$ cat src/rtl/mdu_iterative.sv
// Iterative RV32M multiply/divide unit: shift-add multiplier, restoring divider.
// Define MDU_EARLY_OUT_EN to let MUL stop once the remaining multiplier bits are zero.
module mdu_iterative #(
   parameter int XLEN  = 32,
   parameter int CNT_W = $clog2(XLEN) + 1
) (
   input  logic            clk,
   input  logic            rst_n,
   input  logic            start,
   input  logic [2:0]      op,
   input  logic [XLEN-1:0] operand_a,
   input  logic [XLEN-1:0] operand_b,
   input  logic            flush,
   output logic            busy,
   output logic            result_valid,
   output logic [XLEN-1:0] result,
   output logic            div_by_zero
);

   typedef enum logic [2:0] {IDLE, MUL, DIV, FIX, DONE} state_t;

   localparam logic [CNT_W-1:0] LAST = CNT_W'(XLEN - 1);
   localparam logic [XLEN-1:0]  MIN  = {1'b1, {(XLEN-1){1'b0}}};

   state_t              state;
   logic [2:0]          op_q;
   logic [CNT_W-1:0]    cnt;
   logic                neg;
   logic [2*XLEN-1:0]   acc;
   logic [2*XLEN-1:0]   mc;
   logic [XLEN-1:0]     mp;
   logic [XLEN-1:0]     q;
   logic [XLEN-1:0]     d;
   logic [XLEN-1:0]     r;
   logic [XLEN-1:0]     res_q;
   logic                dbz_q;

   logic                sa_en, sb_en, sa, sb;
   logic [XLEN-1:0]     mag_a, mag_b;
   logic                b_zero, ovf;
   logic [XLEN:0]       div_sh, div_tr;
   logic [2*XLEN-1:0]   mul_add, prod;
   logic [XLEN-1:0]     quo, rem_v, fix_res;
   logic                mul_last;

   assign sa_en  = (op == 3'b001) || (op == 3'b010) ||
                   (op == 3'b100) || (op == 3'b110);
   assign sb_en  = (op == 3'b001) || (op == 3'b100) || (op == 3'b110);
   assign sa     = sa_en & operand_a[XLEN-1];
   assign sb     = sb_en & operand_b[XLEN-1];
   assign mag_a  = sa ? -operand_a : operand_a;
   assign mag_b  = sb ? -operand_b : operand_b;
   assign b_zero = (operand_b == '0);
   assign ovf    = op[2] && !op[0] && (operand_a == MIN) &&
                   (operand_b == '1);

   assign div_sh  = {r, q[XLEN-1]};
   assign div_tr  = div_sh - {1'b0, d};
   assign mul_add = acc + (mp[0] ? mc : '0);

`ifdef MDU_EARLY_OUT_EN
   assign mul_last = (cnt == LAST) || (mp[XLEN-1:1] == '0);
`else
   assign mul_last = (cnt == LAST);
`endif

   assign prod  = neg ? -acc : acc;
   assign quo   = neg ? -q : q;
   assign rem_v = neg ? -r : r;

   always_comb begin
      fix_res = '0;
      if (op_q[2])
         fix_res = op_q[1] ? rem_v : quo;
      else if (op_q[1:0] == 2'b00)
         fix_res = prod[XLEN-1:0];
      else
         fix_res = prod[2*XLEN-1:XLEN];
   end

   always_ff @(posedge clk or negedge rst_n) begin
      if (!rst_n) begin
         state        <= IDLE;
         op_q         <= '0;
         cnt          <= '0;
         neg          <= 1'b0;
         acc          <= '0;
         mc           <= '0;
         mp           <= '0;
         q            <= '0;
         d            <= '0;
         r            <= '0;
         res_q        <= '0;
         dbz_q        <= 1'b0;
         busy         <= 1'b0;
         result_valid <= 1'b0;
         result       <= '0;
         div_by_zero  <= 1'b0;
      end else begin
         result_valid <= 1'b0;
         div_by_zero  <= 1'b0;
         if (state != IDLE && flush) begin
            state <= IDLE;
            busy  <= 1'b0;
         end else begin
            unique case (state)
               IDLE: begin
                  if (start && !flush) begin
                     op_q  <= op;
                     cnt   <= '0;
                     neg   <= (op[2] && op[1]) ? sa : (sa ^ sb);
                     acc   <= '0;
                     mc    <= {{XLEN{1'b0}}, mag_a};
                     mp    <= mag_b;
                     q     <= mag_a;
                     d     <= mag_b;
                     r     <= '0;
                     dbz_q <= 1'b0;
                     if (op[2] && b_zero) begin
                        res_q <= op[1] ? operand_a : '1;
                        dbz_q <= 1'b1;
                        state <= DONE;
                     end else if (ovf) begin
                        res_q <= op[1] ? '0 : operand_a;
                        state <= DONE;
                     end else begin
                        state <= op[2] ? DIV : MUL;
                        busy  <= 1'b1;
                     end
                  end
               end
               MUL: begin
                  acc <= mul_add;
                  mc  <= mc << 1;
                  mp  <= mp >> 1;
                  cnt <= cnt + CNT_W'(1);
                  if (mul_last) state <= FIX;
               end
               DIV: begin
                  if (!div_tr[XLEN]) begin
                     r <= div_tr[XLEN-1:0];
                     q <= {q[XLEN-2:0], 1'b1};
                  end else begin
                     r <= div_sh[XLEN-1:0];
                     q <= {q[XLEN-2:0], 1'b0};
                  end
                  cnt <= cnt + CNT_W'(1);
                  if (cnt == LAST) state <= FIX;
               end
               FIX: begin
                  res_q <= fix_res;
                  busy  <= 1'b0;
                  state <= DONE;
               end
               DONE: begin
                  result       <= res_q;
                  result_valid <= 1'b1;
                  div_by_zero  <= dbz_q;
                  state        <= IDLE;
               end
               default: state <= IDLE;
            endcase
         end
      end
   end

endmodule

$ cat config.mk
export PLATFORM = sky130hd
export DESIGN_NAME = mdu_iterative
export DESIGN_NICKNAME = d
export VERILOG_FILES = /design/src/rtl/mdu_iterative.sv
export SDC_FILE = /design/constraint.sdc
export NUM_CORES = 1
export LEC_CHECK = 0
export ABC_AREA = 1
export BUFFER_PORTS_ARGS = -buffer_cell sky130_fd_sc_hd__buf_4
export CORE_ASPECT_RATIO = 1.75
export CORE_MARGIN = 2
export CORE_UTILIZATION = 45
export DETAILED_ROUTE_END_ITERATION = 10
export HOLD_SLACK_MARGIN = 0.06
export MAX_ROUTING_LAYER = met4
export PLACE_DENSITY = 0.69
export SYNTH_ARGS = -nofsm -noshare
export SYNTH_HDL_FRONTEND = slang
export SYNTH_SLANG_ARGS = --single-unit
$ cat constraint.sdc
create_clock -name clk -period 3.3 [get_ports clk]
set_input_delay 0.33 -clock clk [delete_from_list [all_inputs] [get_ports clk]]
set_output_delay 0.33 -clock clk [all_outputs]
set_load 0.05 [all_outputs]
==> run_summary.xml <==
<?xml version="1.0" encoding="UTF-8"?>
<metrics>
  <group name="sta">
    <metric name="fmax" unit="MHz">311</metric>
    <metric name="setup-violations-final" unit="">0</metric>
    <metric name="worst_slew_margin_rel" unit="%">13.7</metric>
    <metric name="clk_skew" unit="ns">0.0368</metric>
    <metric name="finalMaxSlewViolations" unit="">0</metric>
    <metric name="fin_tns_setup" unit="ns">0</metric>
    <metric name="layout_worst_path_cycle_share" unit="%">97.6</metric>
    <metric name="holdWs" unit="ns">0.0642</metric>
    <metric name="final_hold_viol_count" unit="">0</metric>
    <metric name="grt_setup_unrepaired" unit="">true</metric>
    <metric name="max_slew.worst_pin.slew" unit="ns">1.29</metric>
    <metric name="layout_min_cycle_time" unit="ns">3.22</metric>
    <metric name="final.setup.worst_slack" unit="ns">0.0807</metric>
  </group>
  <group name="setup_path">
    <metric name="worst_r2r_startpoint" unit="">mp[0]$_DFFE_PN0P_</metric>
    <metric name="reg2reg_slack" unit="ns">0.08</metric>
    <metric name="r2r_end" unit="">acc[58]$_DFFE_PN0P_</metric>
    <metric name="worstPathMaxFanout" unit="">34</metric>
    <metric name="arrival" unit="ns">3.72</metric>
    <metric name="cp-end-kind" unit="">register</metric>
    <metric name="required_time_reported_for_the_critical_path_endpoint" unit="ns">3.80</metric>
    <metric name="path_type_of_the_worst_setup_path" unit="">reg2reg</metric>
    <metric name="element_type_at_the_critical_path_start" unit="">register</metric>
    <metric name="timing.reg2reg.worst_path_depth" unit="">15</metric>
  </group>
  <group name="grt">
    <metric name="global_route.peak_usage_layer" unit="">met2</metric>
    <metric name="global_route.usage.met3" unit="%">12.3</metric>
    <metric name="antenna_found_initial" unit="">11</metric>
    <metric name="grtUsageMet1" unit="%">40.7</metric>
    <metric name="grt_util_all_layers" unit="%">47.1</metric>
    <metric name="largest_net_degree_at_the_start_of_global_routing" unit="">99</metric>
    <metric name="groute.layer.met2.usage" unit="%">76.2</metric>
    <metric name="globalRouteOverflowTotal" unit="">0</metric>
    <metric name="grt_pass1_wl" unit="mm">211</metric>
    <metric name="grt_pass1_vias" unit="">32600</metric>
  </group>
  <group name="min_path">
    <metric name="min_to" unit="">d[18]$_DFFE_PN0P_</metric>
    <metric name="hold_class" unit="">in2reg</metric>
    <metric name="timing.hold.worst.start" unit="">operand_b[18]</metric>
    <metric name="timing.hold.worst_path_depth" unit="">4</metric>
  </group>
  <group name="cts">
    <metric name="cts_inserted_buffers" unit="">37</metric>
    <metric name="tritoncts_num_sinks" unit="">337</metric>
    <metric name="cts-root-to-sink-buffers" unit="">3</metric>
    <metric name="cts_root_buf" unit="">sky130_fd_sc_hd__clkbuf_16</metric>
    <metric name="clk_pin_slew" unit="ns">0.07</metric>
    <metric name="worstSkewPairLatency" unit="ns">0.64</metric>
    <metric name="tritoncts" unit="">built</metric>
    <metric name="post_cts_buffers" unit="">0</metric>
    <metric name="cts-htree-levels" unit="">2</metric>
  </group>
  <group name="yosys">
    <metric name="syn_area_per_cell" unit="um2">6.12</metric>
    <metric name="yosys-top-cells-count" unit="">1364 x sky130_fd_sc_hd__nand2_1, 562 x sky130_fd_sc_hd__inv_1, 541 x sky130_fd_sc_hd__nor2_1</metric>
    <metric name="edff_count_synth" unit="">0</metric>
    <metric name="netlist_area" unit="um2">28000</metric>
    <metric name="synth_seq_area_share" unit="%">30.1</metric>
    <metric name="synth-main-ff-cell" unit="">sky130_fd_sc_hd__dfrtp_1</metric>
    <metric name="synth.distinct_cells" unit="">46</metric>
    <metric name="synth.net_count" unit="">4747</metric>
    <metric name="yosysTopAreaCellShare" unit="%">30.1</metric>
    <metric name="post_synth_inst_count" unit="">4572</metric>
    <metric name="synthDominantAreaCellType" unit="">sky130_fd_sc_hd__dfrtp_1</metric>
    <metric name="synth_most_common_cell" unit="">sky130_fd_sc_hd__nand2_1</metric>
    <metric name="synth_top_cells_by_area" unit="">sky130_fd_sc_hd__dfrtp_1 30%, sky130_fd_sc_hd__nand2_1 18%, sky130_fd_sc_hd__inv_1 7.5%</metric>
    <metric name="yosys_reg_bits" unit="">337</metric>
    <metric name="post_synthesis_async_set_or_reset_flop_share" unit="%">100</metric>
    <metric name="yosysWarnings" unit="">0</metric>
  </group>
  <group name="routing">
    <metric name="detail_route.iter0.violations" unit="">2643</metric>
    <metric name="routedWlPerCell" unit="um">26.1</metric>
    <metric name="vias_per_cell" unit="">5.87</metric>
    <metric name="dr.pass1.iters" unit="">6</metric>
    <metric name="drt-total-wl" unit="mm">145</metric>
    <metric name="detailroute.via_count" unit="">32500</metric>
    <metric name="number_of_drc_violations_after_detailed_routing" unit="">0</metric>
    <metric name="antenna_violating_nets_post_route" unit="">0</metric>
  </group>
  <group name="layout">
    <metric name="instances_no_fill" unit="">5544</metric>
    <metric name="num-fill-cells" unit="">6633</metric>
    <metric name="areaGrowthSynthToFinish" unit="%">13.4</metric>
    <metric name="number_of_nets_in_the_finished_design" unit="">4883</metric>
    <metric name="drive_above_1_share" unit="%">7.61</metric>
    <metric name="multi_input_comb_area" unit="um2">16800</metric>
    <metric name="seqCellArea" unit="um2">8440</metric>
  </group>
  <group name="floorplanning">
    <metric name="floorplan.rows" unit="">121</metric>
    <metric name="fp.coreArea" unit="um2">61900</metric>
    <metric name="floorplan.initialDensity" unit="%">45.2</metric>
    <metric name="die_area" unit="um2">64300</metric>
    <metric name="floorplan.die.width" unit="um">192</metric>
    <metric name="num_io_pins" unit="">106</metric>
    <metric name="die_height" unit="um">334</metric>
  </group>
  <group name="placed_design">
    <metric name="dp_worst_setup_slack" unit="ns">0.156</metric>
    <metric name="place.gp.congestion" unit="">1.12</metric>
    <metric name="dpl.cell_count" unit="">5464</metric>
    <metric name="port_buffers" unit="">105</metric>
    <metric name="dpl.hpwl" unit="mm">115</metric>
  </group>
  <group name="power_and_ir_drop">
    <metric name="total_leakage_power" unit="nW">16.3</metric>
    <metric name="ir_worst_vdd" unit="uV">784</metric>
    <metric name="power_per_cell_area" unit="nW/um2">981</metric>
  </group>
  <group name="run">
    <metric name="max_cap_violations" unit="">0</metric>
  </group>
  <group name="outcome">
    <metric name="run_status" unit="">completed</metric>
  </group>
</metrics>
## worst max-delay path by stage
stage                          endpoint  slack (ns)              start  cells past startpoint
floorplan           acc[62]$_DFFE_PN0P_        0.37  mp[0]$_DFFE_PN0P_                     21
finish              acc[58]$_DFFE_PN0P_        0.08  mp[0]$_DFFE_PN0P_                     15
global placement    acc[58]$_DFFE_PN0P_        0.16  mp[0]$_DFFE_PN0P_                     15
CTS                 acc[58]$_DFFE_PN0P_        0.11  mp[0]$_DFFE_PN0P_                     15
detailed placement  acc[58]$_DFFE_PN0P_        0.16  mp[0]$_DFFE_PN0P_                     15
global route        acc[55]$_DFFE_PN0P_      0.0001  mp[0]$_DFFE_PN0P_                     14
## flip-flops by register name, indices dropped and copies added, names as in the netlist
signal and count:
result 32, op_q 3, div_by_zero 1, q 32
result_valid 1, dbz_q 1, res_q 32, r 32
mp 32, busy 1, mc 64, state 3
d 32, cnt 6, neg 1, acc 64
## metal layers
layer,wire [um],share of wire (%)
met1,44200,30
met2,69100,48
met3,9560,6.6
met4,22000,15
met5,0,0
## kinds of logic (layout without fill, tap and decap cells)
group,after synthesis,in the layout,share of synthesized area [%]
and+or+nand+nor,2485,2485,36.7
AOI/OAI and AO/OA,858,858,16.5
buffers and inverters,721,882,9.87
DFF,337,337,30.1
adders and majority gates,104,104,4.70
xor gates and xnor gates,67,67,2.10
other,0,12,0
## stage by stage
| stage | util [%] | power (mW) | cell area (um2) |
|---|---|---|---|
| 5_1_grt | 51.2 | 32.9 | 31700 |
| 3_5_place_dp | 49.1 | 25.9 | 30400 |
| 3_3_place_gp | 49.1 | 25.8 | 30400 |
| 2_1_floorplan | - | 18.5 | 28000 |
| 4_1_cts | 51.1 | 30.3 | 31600 |
| 6_report | 51.2 | 31.1 | 31700 |
## final cells by class
cell class / instances / share of cell area, %
Multi-Input combinational cell: 3514 / 53.1
Sequential cell: 337 / 26.6
Inverter: 571 / 6.77
Timing Repair Buffer: 247 / 6.52
Tap cell: 799 / 3.15
Clock buffer: 43 / 3.02
Clock inverter: 21 / 0.745
Antenna cell: 12 / 0.0947
## layout by cell type, fill, tap and decap left out, types with 9 or more instances in the layout
master | synthesis | layout
sky130_fd_sc_hd__o21ai_0 | 383 | 380
sky130_fd_sc_hd__o22ai_1 | 53 | 53
sky130_fd_sc_hd__nand2_2 | 5 | 12
sky130_fd_sc_hd__o211ai_1 | 42 | 42
sky130_fd_sc_hd__o21a_1 | 10 | 10
sky130_fd_sc_hd__nand3_1 | 415 | 414
sky130_fd_sc_hd__dfrtp_1 | 337 | 334
sky130_fd_sc_hd__nand2_1 | 1364 | 1356
sky130_fd_sc_hd__or2_2 | 9 | 9
sky130_fd_sc_hd__diode_2 | 0 | 12
sky130_fd_sc_hd__inv_1 | 562 | 559
sky130_fd_sc_hd__a21oi_1 | 323 | 321
sky130_fd_sc_hd__buf_12 | 0 | 15
sky130_fd_sc_hd__nand3b_1 | 27 | 27
sky130_fd_sc_hd__xor2_1 | 37 | 37
sky130_fd_sc_hd__nor4_1 | 9 | 9
sky130_fd_sc_hd__nor2_1 | 541 | 538
sky130_fd_sc_hd__xnor2_1 | 30 | 30
sky130_fd_sc_hd__o221ai_1 | 9 | 9
sky130_fd_sc_hd__nor3_1 | 45 | 45
sky130_fd_sc_hd__inv_2 | 7 | 9
sky130_fd_sc_hd__nand4_1 | 54 | 54
sky130_fd_sc_hd__buf_4 | 0 | 225
sky130_fd_sc_hd__clkbuf_16 | 0 | 37
sky130_fd_sc_hd__ha_1 | 102 | 100
## power breakdown
part | internal [mW] | leakage [nW] | total (mW) | switching [mW]
Combinational | 5.57 | 11.4 | 19.1 | 13.6
Sequential | 5.75 | 4.38 | 7.64 | 1.88
Clock | 2.29 | 0.573 | 4.35 | 2.06
Total | 13.6 | 16.3 | 31.1 | 17.5
## worst max-delay path: stages (launching register included)
cell and delay [ns]:
sky130_fd_sc_hd__dfrtp_2 0.43, sky130_fd_sc_hd__buf_12 0.17, sky130_fd_sc_hd__buf_4 0.23, sky130_fd_sc_hd__nand2_1 0.07, sky130_fd_sc_hd__inv_1 0.04, sky130_fd_sc_hd__ha_1 0.34, sky130_fd_sc_hd__nand2_1 0.16, sky130_fd_sc_hd__inv_1 0.12
sky130_fd_sc_hd__a21oi_1 0.40, sky130_fd_sc_hd__a21boi_0 0.36, sky130_fd_sc_hd__buf_4 0.17, sky130_fd_sc_hd__o21ai_0 0.10, sky130_fd_sc_hd__a21oi_1 0.18, sky130_fd_sc_hd__nand3b_1 0.10, sky130_fd_sc_hd__nand3_1 0.09, sky130_fd_sc_hd__nand2_1 0.06
## repair_timing
action / 4_1_cts / 5_1_grt
hold endpoints to repair: 70 / 0
endpoints found under the setup margin: 0 / 57
gates resized for setup: 0 / 22
hold buffers: 4 / 0
Note: power is estimated with default switching activity, not from simulation.
